$ cat config.mk
export PLATFORM = sky130hd
export DESIGN_NAME = button_debounce
export DESIGN_NICKNAME = d
export VERILOG_FILES = /design/src/rtl/button_pkg.sv /design/src/rtl/sync_2ff.sv /design/src/rtl/button_debounce.sv
export SDC_FILE = /design/constraint.sdc
export NUM_CORES = 1
export LEC_CHECK = 0
export ABC_CLOCK_PERIOD_IN_PS = 1850
export BUFFER_PORTS_ARGS = -buffer_cell sky130_fd_sc_hd__buf_2
export CORE_UTILIZATION = 56
export CTS_CLUSTER_DIAMETER = 50
export DETAILED_ROUTE_END_ITERATION = 10
export PLACE_DENSITY = 0.76
export SETUP_SLACK_MARGIN = 0.02
export SYNTH_ARGS = -nofsm -noshare
export SYNTH_HDL_FRONTEND = slang
export SYNTH_SLANG_ARGS = --single-unit
$ cat constraint.sdc
create_clock -name clk_125mhz -period 1.85 [get_ports clk_125mhz]
set_input_delay 0.37 -clock clk_125mhz [delete_from_list [all_inputs] [get_ports clk_125mhz]]
set_output_delay 0.37 -clock clk_125mhz [all_outputs]
set_load 0.02 [all_outputs]
$ cat src/rtl/button_pkg.sv
// Shared types and default timing for the pushbutton debouncer.
// Defaults assume the 125 MHz system clock (10 ms qualify, 2 s long press).
package button_pkg;

  localparam int unsigned DEBOUNCE_CYCLES_DEF   = 1_250_000;
  localparam int unsigned LONG_PRESS_CYCLES_DEF = 250_000_000;

  typedef enum logic [1:0] {
    RELEASED    = 2'd0,
    PRESS_DEB   = 2'd1,
    PRESSED     = 2'd2,
    RELEASE_DEB = 2'd3
  } btn_state_t;

endpackage

$ cat src/rtl/sync_2ff.sv
// Two-flop synchronizer for one asynchronous bit; output lags input by 2 clocks.
// Reset value is a parameter so an idle-high pin does not look active out of reset.
module sync_2ff #(
  parameter logic RESET_VAL = 1'b0
) (
  input  logic clk_i,
  input  logic rst_n_i,
  input  logic d_i,
  output logic q_o
);

  logic meta_q;
  logic sync_q;

  always_ff @(posedge clk_i or negedge rst_n_i) begin
    if (!rst_n_i) begin
      meta_q <= RESET_VAL;
      sync_q <= RESET_VAL;
    end else begin
      meta_q <= d_i;
      sync_q <= meta_q;
    end
  end

  assign q_o = sync_q;

endmodule

$ cat src/rtl/button_debounce.sv
// Debounces an active-low pushbutton: level, press/release/long-press strobes, press count.
// Press strobe appears DEBOUNCE_CYCLES+3 clocks after the pin goes low; all outputs registered.
module button_debounce
  import button_pkg::*;
#(
  parameter int unsigned DEBOUNCE_CYCLES   = DEBOUNCE_CYCLES_DEF,
  parameter int unsigned LONG_PRESS_CYCLES = LONG_PRESS_CYCLES_DEF
) (
  input  logic       clk_125mhz,
  input  logic       reset_n,
  input  logic       button_raw,
  output logic       pressed,
  output logic       press_pulse,
  output logic       release_pulse,
  output logic       long_pulse,
  output logic [7:0] press_count
);

  localparam int unsigned CW = $clog2(LONG_PRESS_CYCLES);
  localparam logic [CW-1:0] DEB_LAST  = CW'(DEBOUNCE_CYCLES - 1);
  localparam logic [CW-1:0] HOLD_LAST = CW'(LONG_PRESS_CYCLES - 1);

  if (LONG_PRESS_CYCLES < DEBOUNCE_CYCLES) begin : g_bad_long
    $error("LONG_PRESS_CYCLES must be >= DEBOUNCE_CYCLES");
  end
  if (DEBOUNCE_CYCLES < 2) begin : g_bad_deb
    $error("DEBOUNCE_CYCLES must be >= 2");
  end

  logic       sync;
  btn_state_t state_q, state_d;
  logic [CW-1:0] deb_cnt_q, deb_cnt_d;
  logic [CW-1:0] hold_cnt_q, hold_cnt_d;
  logic       long_done_q, long_done_d;
  logic       pressed_q, pressed_d;
  logic       press_pulse_q, press_pulse_d;
  logic       release_pulse_q, release_pulse_d;
  logic       long_pulse_q, long_pulse_d;
  logic [7:0] press_count_q, press_count_d;

  // Pin idles high (released), so the synchronizer resets to 1.
  sync_2ff #(.RESET_VAL(1'b1)) u_sync (
    .clk_i   (clk_125mhz),
    .rst_n_i (reset_n),
    .d_i     (button_raw),
    .q_o     (sync)
  );

  always_comb begin
    state_d         = state_q;
    deb_cnt_d       = deb_cnt_q;
    hold_cnt_d      = hold_cnt_q;
    long_done_d     = long_done_q;
    pressed_d       = pressed_q;
    press_pulse_d   = 1'b0;
    release_pulse_d = 1'b0;
    long_pulse_d    = 1'b0;
    press_count_d   = press_count_q;

    case (state_q)
      RELEASED: begin
        if (!sync) begin
          state_d   = PRESS_DEB;
          deb_cnt_d = '0;
        end
      end
      PRESS_DEB: begin
        if (sync) begin
          state_d = RELEASED;
        end else if (deb_cnt_q == DEB_LAST) begin
          state_d       = PRESSED;
          pressed_d     = 1'b1;
          press_pulse_d = 1'b1;
          hold_cnt_d    = '0;
          long_done_d   = 1'b0;
          press_count_d = press_count_q + 8'd1;
        end else begin
          deb_cnt_d = deb_cnt_q + 1'b1;
        end
      end
      PRESSED: begin
        if (hold_cnt_q != HOLD_LAST) begin
          hold_cnt_d = hold_cnt_q + 1'b1;
        end else if (!long_done_q) begin
          long_pulse_d = 1'b1;
          long_done_d  = 1'b1;
        end
        if (sync) begin
          state_d   = RELEASE_DEB;
          deb_cnt_d = '0;
        end
      end
      RELEASE_DEB: begin
        if (!sync) begin
          state_d = PRESSED;
        end else if (deb_cnt_q == DEB_LAST) begin
          state_d         = RELEASED;
          pressed_d       = 1'b0;
          release_pulse_d = 1'b1;
        end else begin
          deb_cnt_d = deb_cnt_q + 1'b1;
        end
      end
      default: state_d = RELEASED;
    endcase
  end

  always_ff @(posedge clk_125mhz or negedge reset_n) begin
    if (!reset_n) begin
      state_q         <= RELEASED;
      deb_cnt_q       <= '0;
      hold_cnt_q      <= '0;
      long_done_q     <= 1'b0;
      pressed_q       <= 1'b0;
      press_pulse_q   <= 1'b0;
      release_pulse_q <= 1'b0;
      long_pulse_q    <= 1'b0;
      press_count_q   <= 8'd0;
    end else begin
      state_q         <= state_d;
      deb_cnt_q       <= deb_cnt_d;
      hold_cnt_q      <= hold_cnt_d;
      long_done_q     <= long_done_d;
      pressed_q       <= pressed_d;
      press_pulse_q   <= press_pulse_d;
      release_pulse_q <= release_pulse_d;
      long_pulse_q    <= long_pulse_d;
      press_count_q   <= press_count_d;
    end
  end

  assign pressed       = pressed_q;
  assign press_pulse   = press_pulse_q;
  assign release_pulse = release_pulse_q;
  assign long_pulse    = long_pulse_q;
  assign press_count   = press_count_q;

endmodule

==> results of run 1 <==
-- cells by family after synthesis --
family / after synthesis
DFF: 73
adders and majority gates: 3
AOI/OAI and AO/OA: 43
muxes: 2
buffers and inverters: 19
xor gates and xnor gates: 45
and+or+nand+nor: 201
-- final cells by class --
type	instances	area share [%]
multi-input combinational	294	43.1
sequential	73	32.5
timing repair buffer	119	18.4
clock buffer	9	2.20
tap	77	1.71
clock inverter	7	1.51
inverter	7	0.467
-- worst paths after layout --
path	endpoint	slack (ns)	cells past startpoint	start
max in group asynchronous	hold_cnt_q[25]$_DFFE_PN0P_	0.79	3	reset_n
min reg2reg	u_sync.q_o$_DFF_PN1_	0.36	0	u_sync.meta_q$_DFF_PN1_
min in group asynchronous	press_count[5]$_DFFE_PN0P_	0.48	2	reset_n
max	deb_cnt_q[2]$_DFFE_PN0P_	-0.20	6	deb_cnt_q[19]$_DFFE_PN0P_
max reg2reg	deb_cnt_q[2]$_DFFE_PN0P_	-0.20	6	deb_cnt_q[19]$_DFFE_PN0P_
min	u_sync.meta_q$_DFF_PN1_	0.1	1	button_raw
-- worst max-delay path, delay by kind of cell, from the launching register on --
| kind | cells | cell delay [ns] |
|---|---|---|
| and+or+nand+nor | 3 | 1.11 |
| DFF | 1 | 0.39 |
| buffers and inverters | 1 | 0.20 |
| xor gates and xnor gates | 1 | 0.17 |
| AOI/OAI and AO/OA | 1 | 0.07 |
-- per-stage QoR --
step / hold slack [ns] / cells / total power (W)
floorplan: 0.0744 / 386 / 0.00169
global route: 0.0939 / 586 / 0.00325
CTS: 0.0977 / 567 / 0.00312
global placement: 0.346 / 538 / 0.00175
detailed placement: 0.350 / 538 / 0.00176
finish: 0.0999 / 586 / 0.00318
-- routing by layer --
metal  part of all wire, %  global-route usage (%)  vias up
met5                     0                       0        -
met4                   5.1                    12.9        0
met3                   6.8                    6.88       68
met2                    51                    50.4      217
met1                    37                    38.7     1922
li1                      -                       -     1629
-- what timing repair did --
item                                    4_1_cts  5_1_grt
hold endpoints to repair                     31        0
pin swaps                                    28       46
buffers inserted                             11       20
endpoints found under the setup margin       31       56
cloned                                        2        3
hold buffers                                  1        0
resized for setup                            37      111
-- placed cells by master (no fill, tap or decap), types with 5 or more instances in the layout --
cell and n:
nand3_1 23, clkbuf_8 9, and3_1 8, nand4_1 24, nor2_4 8, inv_1 6
xnor2_1 16, a21oi_2 10, nand3_2 9, nor2_2 6, buf_6 11, o21ai_2 10
buf_4 85, nor2_1 33, or3_4 6, buf_2 13, clkinv_2 5, nor4_4 10
dfrtp_1 70, nand2_2 7, nor4_1 6, nand2_1 20, xor2_1 24
-- power by group --
group / total, W / internal, W / switching [W]
sequential: 0.00162 / 0.00161 / 0.0000145
combinational: 0.000145 / 0.0000540 / 0.0000912
clock: 0.00141 / 0.000748 / 0.000665
total: 0.00318 / 0.00241 / 0.000771
==> flow_metrics.py, run 1 <==
metrics = {
    "logic_synthesis": {
        "synth_edf_count": 0,
        "synth_cells": 386,
        "synthMuxAreaShare_pct": 0.558,
        "synthXorXnorAreaFrac_pct": 10.5,
        "syn_area_mm2": 0.00381,
        "synth_most_common_cell": "dfrtp_1",
        "synth_seq_cells": 73,
        "synth-compound-area-share_pct": 6.80,
        "yosys.cell_types.count": 52,
        "synth_area_leader_cell": "dfrtp_1",
        "netlist_top_cells_area": "dfrtp_1 (47%), xor2_1 (6.4%), nor2_1 (4.6%)",
        "ys_seq_area_share_pct": 48.0,
        "syn_avg_cell_area_um2": 9.87,
        "synth_top_cell_area_share_pct": 46.6,
        "async_flop_share_pct": 100,
        "synth_fa_ha_area_share_pct": 0.986,
        "synth-simple-area-share_pct": 30.2,
        "synthFlopType": "dfrtp_1",
        "synth_top_family_by_area": "simple AND/OR/NAND/NOR gates",
        "yosys_warnings": 0,
        "synth_nets": 392,
        "yosys-top-cells-count": "dfrtp_1 (71), nor2_1 (47), nand3_1 (33)",
    },
    "placed_design": {
        "post-dp-hpwl_um": 6290,
        "gp_congestion": 0.850,
        "io_buffers": 14,
        "placed_area_mm2": 0.00449,
        "pre_cts_slack_ns": -0.184,
    },
    "worst_hold_path": {
        "min_path_type": "primary input to register",
    },
    "sta": {
        "final.setup.worst_slack_ns": -0.202,
        "finalSetupTns_ns": -3.56,
        "timing.final.crit_period_ns": 2.05,
        "rsz0062_at_grt": "true",
        "fmax_ghz": 0.487,
        "maxSlewViolCount": 0,
        "max_slew_margin_pct": 69.6,
        "min_period_over_period_pct": 111,
        "setup_viol": 50,
        "max_slew.worst_pin.slew_ns": 0.456,
        "finalClockSkew_ns": 0.0124,
        "final-hold-violation-count": 0,
    },
    "clock_network": {
        "clkSinkCount": 73,
        "cts_tree": "done",
        "clkLatencyLatePin_ns": 0.37,
        "clk_path_buf_depth": 2,
        "path_clk_slew_ns": 0.09,
        "cts_buffers": 9,
        "root_buffer": "clkbuf_8",
        "htree_levels": 3,
    },
    "global_routing": {
        "grt_pass1_vias": 3523,
        "grt-ovfl-total": 0,
        "grt_pass1_wl_um": 16800,
        "antenna_found_initial": 0,
        "grtUsageTotal_pct": 30.4,
        "grt_max_degree": 41,
    },
    "die": {
        "core-area_mm2": 0.00646,
        "initial_core_util_pct": 59.0,
        "die_w_um": 84.5,
        "rows": 29,
        "pin_count": 15,
        "die-area_mm2": 0.00714,
        "chipHeight_um": 84.5,
    },
    "cells_and_area": {
        "num-nets-final": 510,
        "fill_cells": 275,
        "register_area_mm2": 0.00183,
        "utilization_pct": 87.1,
        "fin_area_mm2": 0.00562,
        "areaGrowthSynthToFinish_pct": 47.7,
        "drive_gt1_share_pct": 47.3,
        "antennaDiodeCount": 0,
        "multiInputGateArea_mm2": 0.00242,
    },
    "route": {
        "drc": 1,
        "vias_per_cell": 6.55,
        "antenna_left": 0,
        "drtIter0Drc": 362,
        "vias": 3836,
        "wl_per_cell_um": 22.2,
        "wl_um": 13000,
        "detail_route.first_pass.iterations": 11,
    },
    "setup_path": {
        "path_class": "register to register",
        "cp_slowest_stage_delay_ns": 0.59,
        "end_kind": "register",
        "critPathRequiredTime_ns": 2.11,
        "cp-start-kind": "register",
        "worstPathArrival_ns": 2.31,
        "critPathMaxFanout": 4,
        "slowest_stage": "or4b_4",
        "path_cells": "or4b_4, nor4_4, buf_4, a21oi_2, xnor2_1, nor2_1",
    },
    "power": {
        "ir_worst_vdd_mv": 0.646,
        "p_per_area_mw_per_mm2": 566,
        "p_leak_nw": 2.52,
    },
    "flow_run": {
        "cap_violations": 0,
    },
    "outcome": {
        "violations": "design-rule violations, negative setup slack",
        "outcome": "finished with violations",
    },
}
Power figures use the tool's default switching activity.
==> run 2: changes to the inputs <==
ABC_CLOCK_PERIOD_IN_PS = 2600   (was 1850)
CORE_UTILIZATION = 60   (was 56)
PLACE_DENSITY = 0.78   (was 0.76)
SYNTH_HIERARCHICAL = 1   (was unset)
clock period = 2.6 ns   (was 1.85 ns; I/O delays follow)
==> run 2 against run 1 <==
  * Largest cell class unchanged
  * Total power fell by 28%
  * Global-route usage fell by 3.7 points
  * The run now ends clean
  * Clock-buffer cell count did not move
  * Via count fell by 12%
  * Non-clock buffer count fell by 92
  * Wire length fell by 33%
  * Cell count fell by 10%
==> flow_metrics.py, run 2 <==
metrics = {
    "logic_synthesis": {
        "yosys_warnings": 6,
        "synth_nets": 434,
        "synth-simple-area-share_pct": 30.9,
        "synth_cells": 428,
        "synth_most_common_cell": "dfrtp_1",
        "synthFlopType": "dfrtp_1",
        "async_flop_share_pct": 100,
        "synth_fa_ha_area_share_pct": 0.938,
        "ys_seq_area_share_pct": 45.7,
        "synth-compound-area-share_pct": 10.5,
        "synth_top_family_by_area": "simple AND/OR/NAND/NOR gates",
        "yosys.cell_types.count": 51,
        "synth_top_cell_area_share_pct": 44.4,
        "synth_seq_cells": 73,
        "netlist_top_cells_area": "dfrtp_1 (44%), nand3_1 (4.8%), nand2_1 (4.7%)",
        "syn_avg_cell_area_um2": 9.35,
        "yosys-top-cells-count": "dfrtp_1 (71), nand2_1 (50), nand3_1 (38)",
        "synth_area_leader_cell": "dfrtp_1",
        "synthXorXnorAreaFrac_pct": 6.12,
        "synth_edf_count": 0,
        "syn_area_mm2": 0.00400,
        "synthMuxAreaShare_pct": 2.69,
    },
    "setup_path": {
        "path_class": "register to register",
        "critPathRequiredTime_ns": 2.86,
        "worstPathArrival_ns": 2.61,
        "cp-start-kind": "register",
        "end_kind": "register",
        "critPathMaxFanout": 9,
    },
    "clock_network": {
        "cts_buffers": 9,
        "clk_path_buf_depth": 2,
        "clkSinkCount": 73,
        "cts.repair.resized": 0,
        "htree_levels": 3,
        "cts_tree": "done",
        "cts_hold_buffers": 0,
        "path_clk_slew_ns": 0.09,
        "post_cts_buffers": 0,
        "clkLatencyLatePin_ns": 0.36,
        "root_buffer": "clkbuf_8",
    },
    "global_routing": {
        "grt_max_degree": 74,
        "grtUsageTotal_pct": 26.7,
        "grt_pass1_wl_um": 14900,
        "grt-ovfl-total": 0,
        "antenna_found_initial": 0,
        "grt_pass1_vias": 3136,
    },
    "power": {
        "ir_worst_vdd_mv": 0.341,
        "p_leak_nw": 1.92,
        "p_per_area_mw_per_mm2": 514,
        "power_w": 0.00228,
    },
    "cells_and_area": {
        "fin_cells": 525,
        "fin_area_mm2": 0.00443,
        "antennaDiodeCount": 0,
        "drive_gt1_share_pct": 14.3,
        "final_cell_mix": "dfrtp_1 (71), nand2_1 (50), nand3_1 (38)",
        "num-nets-final": 449,
        "areaGrowthSynthToFinish_pct": 10.6,
        "final_common_cell": "dfrtp_1",
    },
    "route": {
        "drtIter0Drc": 220,
        "drc": 0,
        "vias": 3371,
        "antenna_left": 0,
        "vias_per_cell": 6.42,
        "detail_route.first_pass.iterations": 5,
        "wl_um": 8760,
        "wl_per_cell_um": 16.7,
    },
    "flow_run": {
        "cap_violations": 0,
    },
    "die": {
        "die-area_mm2": 0.00700,
        "rows": 29,
        "core-area_mm2": 0.00639,
        "chipHeight_um": 83.7,
        "initial_core_util_pct": 62.7,
        "die_w_um": 83.7,
        "pin_count": 15,
    },
    "sta": {
        "finalSetupTns_ns": 0,
        "max_slew.worst_pin.slew_ns": 0.902,
        "finalClockSkew_ns": 0.0104,
        "max_slew_margin_pct": 39.9,
        "setup_viol": 0,
        "min_period_over_period_pct": 90.4,
        "rsz0062_at_grt": "false",
        "maxSlewViolCount": 0,
        "final-hold-violation-count": 0,
        "fmax_ghz": 0.426,
        "timing.final.crit_period_ns": 2.35,
    },
    "placed_design": {
        "place_inst": 509,
        "io_buffers": 14,
        "post-dp-hpwl_um": 5810,
        "gp_congestion": 0.832,
        "placed_area_mm2": 0.00420,
    },
    "worst_hold_path": {
        "min_path_type": "primary input to register",
    },
    "outcome": {
        "outcome": "complete, no violations",
    },
}
run 2: path summary, 6_finish.rpt:
check	startpoint	slack, ns	depth (start not counted)	to
max reg2reg	deb_cnt_q[6]$_DFFE_PN0P_	0.25	5	deb_cnt_q[25]$_DFFE_PN0P_
max	deb_cnt_q[6]$_DFFE_PN0P_	0.25	5	deb_cnt_q[25]$_DFFE_PN0P_
max in group asynchronous	reset_n	1.73	1	hold_cnt_q[19]$_DFFE_PN0P_
min reg2reg	u_sync/meta_q$_DFF_PN1_	0.36	0	u_sync/q_o$_DFF_PN1_
min	button_raw	0.26	1	u_sync/meta_q$_DFF_PN1_
min in group asynchronous	reset_n	0.28	1	hold_cnt_q[23]$_DFFE_PN0P_
run 2: per-stage QoR:
step	setup slack (ns)	hold slack, ns	util [%]
after floorplan	0.408	0.224	-
final	0.250	0.256	69.3
after detailed placement	0.288	0.347	65.8
after global placement	0.328	0.347	65.8
after CTS	0.258	0.251	69.3
after global routing	0.109	0.258	69.3
run 2: per-layer routing:
metal  wire [um]  GRT usage (%)  part of all wire [%]  up-vias
li1            -              -                     -     1615
met1        3900           35.5                    44     1646
met2        4300           43.3                    49       92
met3         363           3.66                   4.1       18
met4         203           12.5                   2.3        0
met5           0              0                     0        -
run 2: kinds of logic after synthesis:
logic type	count (synthesis)
AO/OA/AOI/OAI	59
XOR/XNOR	28
adder cells (fa/ha/maj)	3
buffers and inverters	31
flip-flops	73
multiplexers	10
AND/OR/NAND/NOR	224
run 2: report_power, final:
part / internal, W / switching (W) / total (W) / leakage [nW]
clock: 0.000550 / 0.000473 / 0.00102 / 0.115
sequential: 0.00115 / 0.0000243 / 0.00117 / 1.01
combinational: 0.0000248 / 0.0000550 / 0.0000798 / 0.799
total: 0.00173 / 0.000552 / 0.00228 / 1.92
run 2: layout make-up:
cell class | count | area, um^2
clock buffers | 9 | 124
repair buffers | 27 | 170
multi-input cells | 324 | 2080
inverters | 8 | 30.0
fillers | 506 | 1960
clock inverters | 7 | 100
flip-flops and latches | 73 | 1830
well taps | 77 | 96.3
run 2: critical path: stages, from the launching register on:
cell,delay (ns)
dfrtp_1,0.49
nand4_1,0.20
or4_4,0.55
or4_1,0.55
and3_1,0.20
a211o_1,0.25
==> run 3: changes to the inputs <==
ABC_CLOCK_PERIOD_IN_PS = 2500   (was 2600)
clock period = 2.5 ns   (was 2.6 ns; I/O delays follow)
==> run 3 against run 2 <==
  * Clock-buffer cell count grew 2
  * Sequential power grew 4%
  * Cell count grew 0.95%
  * Sequential share of layout area shrank 0.47 points
  * Setup slack lost 0.072 ns
  * Register-to-register slack lost 0.07 ns
  * Total power is essentially flat
  * Core utilization grew 0.80 points
  * Non-clock buffer count grew 5
  * First-iteration DRC count shrank 38%
  * Design area grew 1.2%
  * Clock power shrank 5%
  * Critical endpoint unchanged
==> flow_metrics.py, run 3 (synthesis gave the netlist of run 2 again) <==
metrics = {
    "route": {
        "drtIter0Drc": 136,
        "wl_met2_um": 4270,
        "wl_met3_um": 290,
        "wl_met1_um": 3900,
        "wl_per_cell_um": 16.2,
        "highest_layer": "met4",
        "vias_per_cell": 6.31,
        "drc": 0,
        "vias": 3343,
        "detail_route.first_pass.iterations": 4,
        "antenna_left": 0,
        "wl_um": 8590,
    },
    "outcome": {
        "outcome": "complete, no violations",
    },
    "global_routing": {
        "grt-ovfl-total": 0,
        "grt_pass1_vias": 3162,
        "antenna_found_initial": 0,
        "grt_pass1_wl_um": 14600,
        "grtUsageTotal_pct": 26.0,
        "grt_max_degree": 46,
    },
    "power": {
        "ir_worst_vdd_mv": 0.592,
        "p_leak_nw": 1.94,
        "p_per_area_mw_per_mm2": 509,
    },
    "clock_network": {
        "clkLatencyLatePin_ns": 0.36,
        "cts.repair.resized": 0,
        "cts_buffers": 9,
        "cts_tree": "done",
        "cts_hold_buffers": 0,
        "htree_levels": 3,
        "post_cts_buffers": 0,
        "path_clk_slew_ns": 0.08,
        "root_buffer": "clkbuf_8",
        "clk_path_buf_depth": 2,
        "clkSinkCount": 73,
    },
    "sta": {
        "finalSetupTns_ns": 0,
        "maxSlewViolCount": 0,
        "finalClockSkew_ns": 0.0119,
        "timing.final.crit_period_ns": 2.32,
        "setup_viol": 0,
        "final-hold-violation-count": 0,
        "max_slew_margin_pct": 60.3,
        "rsz0062_at_grt": "false",
        "max_slew.worst_pin.slew_ns": 0.590,
        "fmax_ghz": 0.431,
        "min_period_over_period_pct": 92.9,
    },
    "setup_path": {
        "worstPathArrival_ns": 2.56,
        "critPathRequiredTime_ns": 2.74,
        "critPathMaxFanout": 8,
        "cp-start-kind": "register",
        "end_kind": "register",
        "path_class": "register to register",
    },
    "placed_design": {
        "gp_congestion": 0.872,
        "post-dp-hpwl_um": 5870,
        "io_buffers": 14,
        "placed_area_mm2": 0.00427,
    },
    "cells_and_area": {
        "fill_cells": 497,
        "antennaDiodeCount": 0,
        "num-nets-final": 454,
        "drive_gt1_share_pct": 15.2,
        "final_common_cell": "dfrtp_1",
        "areaGrowthSynthToFinish_pct": 11.8,
        "final_cell_mix": "dfrtp_1 (71), nand2_1 (50), nand3_1 (38)",
        "fin_area_mm2": 0.00448,
    },
    "die": {
        "rows": 29,
        "die-area_mm2": 0.00700,
        "initial_core_util_pct": 62.7,
        "core-area_mm2": 0.00639,
        "chipHeight_um": 83.7,
        "pin_count": 15,
        "die_w_um": 83.7,
    },
    "flow_run": {
        "cap_violations": 0,
    },
    "worst_hold_path": {
        "min_path_type": "primary input to asynchronous set/reset pin",
    },
}
## run 3: layout make-up
type / instances / area (um^2) / share of cell area [%]
Tap cell: 77 / 96.3 / 2.15
Clock inverter: 5 / 61.3 / 1.37
Multi-Input combinational cell: 324 / 2080 / 46.4
Inverter: 8 / 30.0 / 0.671
Sequential cell: 73 / 1830 / 40.8
Timing Repair Buffer: 32 / 233 / 5.20
Clock buffer: 11 / 151 / 3.38
## run 3: path summary, 6_finish.rpt
check	from	end	slack, ns	cells after the start
max reg2reg	deb_cnt_q[10]$_DFFE_PN0P_	deb_cnt_q[25]$_DFFE_PN0P_	0.18	5
min	reset_n	hold_cnt_q[22]$_DFFE_PN0P_	0.14	1
min reg2reg	u_sync/meta_q$_DFF_PN1_	u_sync/q_o$_DFF_PN1_	0.37	0
max in group asynchronous	reset_n	release_pulse$_DFF_PN0_	1.81	2
max	deb_cnt_q[10]$_DFFE_PN0P_	deb_cnt_q[25]$_DFFE_PN0P_	0.18	5
min in group clk_125mhz	button_raw	u_sync/meta_q$_DFF_PN1_	0.25	1
## run 3: metrics by stage
step | utilization, % | setup slack, ns | hold WS [ns] | power [W] | instances
after floorplan | - | 0.308 | 0.204 | 0.00129 | 428
after global placement | 66.8 | 0.227 | 0.347 | 0.00133 | 514
after detailed placement | 66.8 | 0.220 | 0.355 | 0.00134 | 514
after CTS | 70.1 | 0.191 | 0.155 | 0.00230 | 530
after global routing | 70.1 | 0.0853 | 0.176 | 0.00235 | 530
final | 70.1 | 0.178 | 0.137 | 0.00228 | 530
## run 3: power breakdown
part / switching [W] / leakage, nW / total (W) / internal (W)
clock network: 0.000447 / 0.0982 / 0.000965 / 0.000518
registers: 0.0000221 / 1.01 / 0.00122 / 0.00120
logic: 0.0000613 / 0.834 / 0.0000939 / 0.0000325
total: 0.000530 / 1.94 / 0.00228 / 0.00175
## run 3: layer usage
| metal | track usage (%) | vias to the layer above |
|---|---|---|
| li1 | - | 1618 |
| met1 | 32.3 | 1645 |
| met2 | 44.1 | 65 |
| met3 | 5.74 | 15 |
| met4 | 10.6 | 0 |
| met5 | 0 | - |
## run 3: worst max-delay path: stages, from the launching register on
cell and delay [ns]:
dfrtp_1 0.48, nand4_2 0.16, or4_4 0.56, or4_1 0.56, and3_1 0.20, a211o_1 0.25
